## src/rtl/cycle_sequencer_pkg.sv

```systemverilog
// Shared control-unit constants: one-hot T-state and M-cycle codes, sequencer state enum.
package cycle_sequencer_pkg;

    localparam logic [3:0] STEP_T1 = 4'b0001;
    localparam logic [3:0] STEP_T2 = 4'b0010;
    localparam logic [3:0] STEP_T3 = 4'b0100;
    localparam logic [3:0] STEP_T4 = 4'b1000;

    localparam logic [7:0] MCYCLE_M1   = 8'h01;
    localparam logic [7:0] MCYCLE_NONE = 8'h00;

    typedef enum logic [0:0] {
        SEQ_RUN  = 1'b0,
        SEQ_HALT = 1'b1
    } seq_state_e;

endpackage

```

## src/rtl/cycle_sequencer_onehot_ring.sv

```systemverilog
// One-hot rotate register with clear > load-first-bit > rotate priority; resets to bit 0 set.
// Single-cycle update, holds when no control is active.
module onehot_ring #(
    parameter int WIDTH = 4
) (
    input  logic             i_Clk,
    input  logic             i_Rst_n,
    input  logic             i_En,
    input  logic             i_Load,
    input  logic             i_Clear,
    output logic [WIDTH-1:0] o_Ring
);

    localparam logic [WIDTH-1:0] FIRST = {{(WIDTH-1){1'b0}}, 1'b1};

    logic [WIDTH-1:0] r_ring;

    always_ff @(posedge i_Clk or negedge i_Rst_n) begin
        if (!i_Rst_n) begin
            r_ring <= FIRST;
        end else if (i_Clear) begin
            r_ring <= '0;
        end else if (i_Load) begin
            r_ring <= FIRST;
        end else if (i_En) begin
            r_ring <= {r_ring[WIDTH-2:0], r_ring[WIDTH-1]};
        end
    end

    assign o_Ring = r_ring;

endmodule

```

## src/rtl/cycle_sequencer.sv

```systemverilog
// T-state / M-cycle sequencer with bus-wait stall, HALT/wake and optional overrun fault.
// Build option: define CYCLE_SEQ_FAULT_EN to include the sticky overrun fault register.
module cycle_sequencer
    import cycle_sequencer_pkg::*;
#(
    parameter int STEPS   = 4,
    parameter int MCYCLES = 8
) (
    input  logic               i_Clk,
    input  logic               i_Rst_n,
    input  logic               i_Clk_En,
    input  logic               i_IR_Fetch,
    input  logic               i_Stall,
    input  logic               i_Halt,
    input  logic               i_Wake,
    output logic [STEPS-1:0]   o_Cycle_Step,
    output logic [MCYCLES-1:0] o_Cycle_Count,
    output logic               o_IR_Latch,
    output logic               o_Halted,
    output logic               o_Fault
);

    seq_state_e         r_state;
    logic               r_ir_latch;
    logic               r_halted;
    logic [STEPS-1:0]   w_step;
    logic [MCYCLES-1:0] w_count;
    logic               w_adv;
    logic               w_bnd;
    logic               w_cnt_en;
    logic               w_cnt_load;
    logic               w_cnt_clear;

    assign w_adv = i_Clk_En & ~i_Stall;
    assign w_bnd = w_adv & w_step[STEPS-1];

    // Overrun at M8 needs no special case: rotating the count wraps it back to M1.
    always_comb begin
        w_cnt_en    = 1'b0;
        w_cnt_load  = 1'b0;
        w_cnt_clear = 1'b0;
        if (w_bnd) begin
            if (r_state == SEQ_RUN) begin
                if (i_IR_Fetch) begin
                    w_cnt_clear = i_Halt;
                    w_cnt_load  = ~i_Halt;
                end else begin
                    w_cnt_en = 1'b1;
                end
            end else begin
                w_cnt_load = i_Wake;
            end
        end
    end

    onehot_ring #(.WIDTH(STEPS)) u_step_ring (
        .i_Clk   (i_Clk),
        .i_Rst_n (i_Rst_n),
        .i_En    (w_adv),
        .i_Load  (1'b0),
        .i_Clear (1'b0),
        .o_Ring  (w_step)
    );

    onehot_ring #(.WIDTH(MCYCLES)) u_count_ring (
        .i_Clk   (i_Clk),
        .i_Rst_n (i_Rst_n),
        .i_En    (w_cnt_en),
        .i_Load  (w_cnt_load),
        .i_Clear (w_cnt_clear),
        .o_Ring  (w_count)
    );

    always_ff @(posedge i_Clk or negedge i_Rst_n) begin
        if (!i_Rst_n) begin
            r_state    <= SEQ_RUN;
            r_ir_latch <= 1'b0;
            r_halted   <= 1'b0;
        end else begin
            r_ir_latch <= 1'b0;
            if (w_bnd) begin
                case (r_state)
                    SEQ_RUN: begin
                        if (i_IR_Fetch && i_Halt) begin
                            r_state  <= SEQ_HALT;
                            r_halted <= 1'b1;
                        end else if (i_IR_Fetch) begin
                            r_ir_latch <= 1'b1;
                        end
                    end
                    SEQ_HALT: begin
                        if (i_Wake) begin
                            r_state    <= SEQ_RUN;
                            r_halted   <= 1'b0;
                            r_ir_latch <= 1'b1;
                        end
                    end
                    default: r_state <= SEQ_RUN;
                endcase
            end
        end
    end

`ifdef CYCLE_SEQ_FAULT_EN
    logic r_fault;
    logic w_overrun;

    assign w_overrun = w_bnd & (r_state == SEQ_RUN) & ~i_IR_Fetch & w_count[MCYCLES-1];

    always_ff @(posedge i_Clk or negedge i_Rst_n) begin
        if (!i_Rst_n) begin
            r_fault <= 1'b0;
        end else if (w_overrun) begin
            r_fault <= 1'b1;
        end
    end

    assign o_Fault = r_fault;

`ifndef SYNTHESIS
    overrun_seen: cover property (@(posedge i_Clk) disable iff (!i_Rst_n) w_overrun);
`endif
`else
    assign o_Fault = 1'b0;
`endif

    assign o_Cycle_Step  = w_step;
    assign o_Cycle_Count = w_count;
    assign o_IR_Latch    = r_ir_latch;
    assign o_Halted      = r_halted;

endmodule

```

## config.mk

```make
export PLATFORM = sky130hd
export DESIGN_NAME = cycle_sequencer
export DESIGN_NICKNAME = d
export VERILOG_FILES = /design/src/rtl/cycle_sequencer_pkg.sv /design/src/rtl/cycle_sequencer_onehot_ring.sv /design/src/rtl/cycle_sequencer.sv
export SDC_FILE = /design/constraint.sdc
export NUM_CORES = 1
export LEC_CHECK = 0
export BUFFER_PORTS_ARGS = -buffer_cell sky130_fd_sc_hd__buf_2
export CORE_UTILIZATION = 46
export DETAILED_ROUTE_END_ITERATION = 8
export HOLD_SLACK_MARGIN = 0.08
export PLACE_DENSITY = 0.75
export RECOVER_POWER = 100
export SETUP_SLACK_MARGIN = 0.2
export SYNTH_ARGS = -nofsm -noshare
export SYNTH_HDL_FRONTEND = slang
export SYNTH_SLANG_ARGS = --single-unit
export TNS_END_PERCENT = 100
```

## constraint.sdc

```tcl
create_clock -name i_Clk -period 1.5 [get_ports i_Clk]
set_input_delay 0.225 -clock i_Clk [delete_from_list [all_inputs] [get_ports i_Clk]]
set_output_delay 0.225 -clock i_Clk [all_outputs]
set_load 0.05 [all_outputs]
```

==> reports/summary.txt, run 1 <==
Die ar. -> 0.00150 sq mm
core area -> 0.00117 sq mm
setup TNS -> 0 ns
nets -> 78
starting DRC count in detailed routing -> 4
Rows -> 12
Avg Cell Area, Syn -> 13.5 sq um
Leak -> 0.387 nW
CP max FO -> 3
final hold vios -> 0
routed vias -> 456
Total GRT Usage -> 18.2%
cells after synthesis -> 46
Final HPWL DP -> 847 um
Initial Util -> 52.9%
number of max-cap violations -> 0
Hold Path Origin -> i_Halt
DRT Pass-1 Iters -> 4
pin count of the biggest net entering global routing -> 16
synthesized flop and latch total -> 15
Clock transition at path regs -> 0.08 ns
die height -> 38.7 um
area leader, netlist -> dfrtp_1
H-tree levels -> 1
top-area cell type share of the netlist area -> 52.5%
run status -> completed
required time of the critical path -> 1.27 ns
RR Startpoint -> r_state
delay-heaviest family, CP -> buffers and inverters
clock skew -> 0.00466 ns
Async S/R FF share, synth -> 100%
initial antenna violation count -> 0
startpoint types -> flip-flop
Cell variety after synth -> 21
CTS max path bufs -> 2
final slew viol count -> 0
final worst-path cycle share -> 90.6%
IO buf count -> 20
top post-synthesis cells by area -> dfrtp_1, a22o_1, dfstp_2, mux2_1, o21bai_4
Hold Path Stages -> 3
Final ANT Viol Nets -> 0
Clock Sinks -> 15
Post-Place Worst Slack -> 0.299 ns
worst rel slew slack -> 49.8%
most common cell in the synthesized netlist -> dfrtp_1
Slowest-stage cell, CP -> clkbuf_1
HP Class -> primary input to flip-flop
Ys Warns -> 0
DRT Wirelength -> 1110 um
first-pass GRT wire length -> 1770 um
Post-synth EDFFs -> 0
Synth Net Count -> 53
Area Overhead vs Synth -> 21.4%
layout cells sized above 1 -> 34.3%
Power Dens Cells -> 1920 mW/mm^2
Post-CTS Repair Setup Buffers -> 0
IO Pins -> 22
Post-synth top cells -> dfrtp_1, a22o_1, mux2_1, o21ai_1
CTS root buffer -> clkbuf_4
Worst R2R Path Depth -> 3
critical path's largest stage delay -> 0.48 ns
DRC -> 0
Max Freq -> 735 MHz
DIE WIDTH -> 38.7 um
grt total ovfl -> 0
final setup margin -> 0.140 ns
CTS tree -> done
area of the mapped netlist -> 619 sq um
main flop type after synthesis -> dfrtp_1
critical path type -> flip-flop to primary output
diode count -> 0
unrepaired setup endpoints after global routing -> no
Setup-failing EPs final -> 0
cts bufs inserted -> 3
r2r endpoint -> u_count_ring.o_Ring[0]
Peak VDD IR -> 0.00110 V
worst skew pair latency -> 0.27 ns
Slew @ Worst Pin -> 0.753 ns
kind of end point of the critical path -> primary output
hold path endpoint -> o_Halted
CP cell instances -> clkbuf_1
Final min period -> 1.36 ns
critical path data arrival time -> 1.13 ns
GPL Wtd Cong -> 0.765
sequential area share after synthesis -> 61.0%
setup slack, reg-to-reg -> 0.21 ns
Buf/Inv on CP -> 1
vias in the first global route -> 418
wire per inst -> 13.2 um
Via density -> 5.43
## worst min-delay path: stages
cell	delay [ns]
buf_2	0.10
nand4_1	0.08
o21ai_1	0.06
## flip-flops by register name (all words and copies together) (netlist names)
| signal | count |
|---|---|
| u_count_ring.o_Ring | 8 |
| o_IR_Latch | 1 |
| r_state | 1 |
| o_Halted | 1 |
| u_step_ring.o_Ring | 4 |
## layout by cell type (no fill, tap or decap), types with 2 or more instances in the layout
master    synthesis  layout
a22o_1            7       7
buf_2             0       8
clkbuf_1          0       6
clkbuf_2          0       7
clkbuf_4          0       3
dfrtp_1          13      13
inv_1             2       2
mux2_1            3       3
nand2_1           2       2
o21ai_0           1       2
o21ai_1           3       2
## stage by stage
| stage | power (mW) | cell area [sq um] | hold slack, ns | util (%) | cells |
|---|---|---|---|---|---|
| after floorplan | 1.11 | 621 | -0.0706 | - | 46 |
| after global placement | 1.25 | 731 | 0.138 | 62.4 | 79 |
| after detailed placement | 1.26 | 731 | 0.136 | 62.4 | 79 |
| after CTS | 1.50 | 772 | 0.229 | 65.9 | 84 |
| after global routing | 1.53 | 752 | 0.240 | 64.2 | 84 |
| final | 1.44 | 752 | 0.232 | 64.2 | 84 |
## layer usage
layer  track usage, %  vias to the layer above  wire (um)
met5                0                        -          0
met4             5.17                        0          6
met3             8.67                        2         69
met2             29.2                       13        563
met1             21.5                      225        468
li1                 -                      216          -
## worst max-delay path by stage
stage	to	cells past startpoint	from
6_report	o_Cycle_Count[5]	1	u_count_ring.o_Ring[5]
5_1_grt	o_Cycle_Step[0]	1	u_step_ring.o_Ring[0]
4_1_cts	o_Cycle_Count[0]	1	u_count_ring.o_Ring[0]
3_5_place_dp	u_count_ring.o_Ring[0]	3	r_state
3_3_place_gp	u_count_ring.o_Ring[0]	4	i_Stall
2_1_floorplan	u_count_ring.o_Ring[0]	3	u_step_ring.o_Ring[3]
## cell families after synthesis
family,after synthesis,share of synthesized area [%]
other,1,0.605
AND/OR/NAND/NOR,8,8.89
AO/OA/AOI/OAI,14,18.6
buffers and inverters,4,3.03
flip-flops,15,61.0
multiplexers,4,7.88
## final cells by class
type | instances | area, sq um
Tap cell | 14 | 17.5
Inverter | 3 | 11.3
Fill cell | 102 | 419
Sequential cell | 15 | 378
Timing Repair Buffer | 21 | 104
Multi-Input combinational cell | 27 | 215
Clock buffer | 4 | 26.3
## power breakdown
| part | switching (mW) | leakage (nW) | internal, mW |
|---|---|---|---|
| sequential | 0.104 | 0.198 | 0.522 |
| combinational | 0.450 | 0.173 | 0.149 |
| clock | 0.113 | 0.0150 | 0.103 |
## repair_timing
| item | in CTS | in global routing |
|---|---|---|
| endpoints found under the hold margin | 13 | 0 |
| hold buffers | 1 | 0 |
| endpoints found under the setup margin | 2 | 1 |
| resized for setup | 2 | 1 |
(Power assumes the default switching activity.)
==> run 2, diff against run 1 <==
--- a/config.mk
+++ b/config.mk
@@ -5,8 +5,9 @@
 export SDC_FILE = /design/constraint.sdc
 export NUM_CORES = 1
 export LEC_CHECK = 0
+export ABC_AREA = 1
 export BUFFER_PORTS_ARGS = -buffer_cell sky130_fd_sc_hd__buf_2
-export CORE_UTILIZATION = 46
+export CORE_UTILIZATION = 47
 export DETAILED_ROUTE_END_ITERATION = 8
 export HOLD_SLACK_MARGIN = 0.08
 export PLACE_DENSITY = 0.75
==> reports/summary.txt, run 2 <==
Leak -> 0.456 nW
Die ar. -> 0.00164 sq mm
initial antenna violation count -> 0
startpoint types -> flip-flop
most common cell in the synthesized netlist -> nand2_1
Layout Cells excl Fill -> 113
Power Dens Cells -> 1530 mW/mm^2
Post-Route M1 WL -> 692 um
run status -> completed
Initial Util -> 52.2%
CTS tree -> done
setup TNS -> 0 ns
top post-synthesis cells by area -> dfrtp_1, nand2_1, dfstp_2, nand4_1, o21ai_0
Peak VDD IR -> 0.000995 V
Setup-failing EPs final -> 0
delay-heaviest family, CP -> buffers and inverters
Synth Net Count -> 82
hold path endpoint -> o_IR_Latch
Rows -> 13
DRT Pass-1 Iters -> 2
Total GRT Usage -> 19.4%
met3 WL post-DR -> 57 um
commonest non-fill, non-tap cells in the layout -> nand2_1, dfrtp_1, clkbuf_2
starting DRC count in detailed routing -> 7
DIE WIDTH -> 40.5 um
commonest non-fill, non-tap cell in the layout -> nand2_1
Buf/Inv on CP -> 1
CP Launch Point -> u_step_ring.o_Ring[1]
top sig layer -> met3
setup slack, reg-to-reg -> 0.25 ns
sequential area share after synthesis -> 54.3%
Hold Path Stages -> 3
CP max FO -> 3
Async S/R FF share, synth -> 100%
Final min period -> 1.36 ns
Final HPWL DP -> 963 um
CTS max path bufs -> 2
Post-synth top cells -> nand2_1, dfrtp_1, nand4_1, inv_1, o21ai_0
worst rel slew slack -> 48.6%
cts bufs inserted -> 3
first-pass GRT wire length -> 2080 um
DRT Wirelength -> 1370 um
HP Class -> primary input to flip-flop
RR Startpoint -> r_state
die height -> 40.5 um
area leader, netlist -> dfrtp_1
Post-CTS Repair Setup Buffers -> 0
met2 wire len -> 623 um
Final ANT Viol Nets -> 0
unrepaired setup endpoints after global routing -> no
critical path data arrival time -> 1.13 ns
Cells after DPL -> 108
CTS root buffer -> clkbuf_4
layout cells sized above 1 -> 30.6%
final hold vios -> 0
r2r endpoint -> u_count_ring.o_Ring[3]
critical path type -> flip-flop to primary output
diode count -> 0
core area -> 0.00133 sq mm
Ys Warns -> 0
Cell variety after synth -> 20
worst skew pair latency -> 0.28 ns
GPL Wtd Cong -> 0.743
nets -> 106
Via density -> 4.96
Area Overhead vs Synth -> 18.9%
Worst R2R Path Depth -> 6
Max Freq -> 738 MHz
top-area cell type share of the netlist area -> 46.8%
DRC -> 0
wire per inst -> 12.2 um
IO buf count -> 20
main flop type after synthesis -> dfrtp_1
number of max-cap violations -> 0
max FFs per register -> 8
final worst-path cycle share -> 90.3%
final slew viol count -> 0
synthesized flop and latch total -> 15
required time of the critical path -> 1.27 ns
clock skew -> 0.00235 ns
grt total ovfl -> 0
Avg Cell Area, Syn -> 9.28 sq um
area of the mapped netlist -> 696 sq um
critical path's largest stage delay -> 0.48 ns
IO Pins -> 22
Hold Path Origin -> i_IR_Fetch
Slowest-stage cell, CP -> clkbuf_1
CP cell instances -> clkbuf_1
kind of end point of the critical path -> primary output
Post-synth EDFFs -> 0
Clock transition at path regs -> 0.09 ns
cells after synthesis -> 75
Slew @ Worst Pin -> 0.771 ns
routed vias -> 560
fin util -> 62.0%
vias in the first global route -> 484
pin count of the biggest net entering global routing -> 16
Clock Sinks -> 15
Fill cells -> 128
H-tree levels -> 1
Min Hold Slack -> 0.261 ns
run 2: cell count changes after synthesis, sizes merged:
cell,delta
a221o,-1
a22o,-7
and2b,-1
buf,+1
inv,+6
mux2,-4
nand2,+21
nand3,+3
nand4,+6
nand4b,-1
nor2,+6
o21ai,+1
o21bai,-1
run 2: area by class of cell:
class / count / area [sq um] / area share, %
Sequential cell: 15 / 378 / 45.7
Multi-Input combinational cell: 49 / 263 / 31.8
Timing Repair Buffer: 21 / 104 / 12.6
Clock inverter: 1 / 5.00 / 0.605
Clock buffer: 3 / 22.5 / 2.72
Tap cell: 15 / 18.8 / 2.27
Inverter: 9 / 36.3 / 4.39
run 2: worst max-delay path by stage:
stage	endpoint	slack (ns)	cells after the start
2_1_floorplan	u_count_ring.o_Ring[2]	0.24	5
3_3_place_gp	u_count_ring.o_Ring[3]	0.46	6
3_5_place_dp	u_count_ring.o_Ring[1]	0.43	6
4_1_cts	o_Cycle_Step[0]	0.21	1
5_1_grt	o_Cycle_Step[1]	0.11	1
6_report	o_Cycle_Step[1]	0.14	1
run 2: routing by layer:
metal | track usage, % | vias up
li1 | - | 286
met1 | 25.7 | 260
met2 | 29.8 | 14
met3 | 5.00 | 0
met4 | 8.33 | 0
met5 | 0 | -
run 2: logic make-up after synthesis:
| logic type | count (synthesis) | share of synthesized area, % |
|---|---|---|
| AND/OR/NAND/NOR | 42 | 32.4 |
| flip-flops | 15 | 54.3 |
| buffers and inverters | 11 | 7.91 |
| AO/OA/AOI/OAI | 6 | 4.86 |
| other | 1 | 0.539 |
run 2: what timing repair did:
item | 4_1_cts | 5_1_grt
gates resized for setup | 1 | 1
hold endpoints to repair | 13 | 0
setup endpoints to repair | 1 | 1
hold buffers | 1 | 0
pin swaps | 0 | 0
run 2: power by group:
part | internal [mW] | switching (mW) | leakage (nW)
logic | 0.0941 | 0.405 | 0.241
clock network | 0.0988 | 0.127 | 0.0177
registers | 0.493 | 0.0518 | 0.197
run 2: stage by stage:
step / total power, mW / setup WS, ns / area, sq um
2_1_floorplan: 0.966 / 0.236 / 696
3_3_place_gp: 1.04 / 0.456 / 796
3_5_place_dp: 1.05 / 0.428 / 796
4_1_cts: 1.30 / 0.212 / 836
5_1_grt: 1.34 / 0.109 / 827
6_report: 1.27 / 0.145 / 827
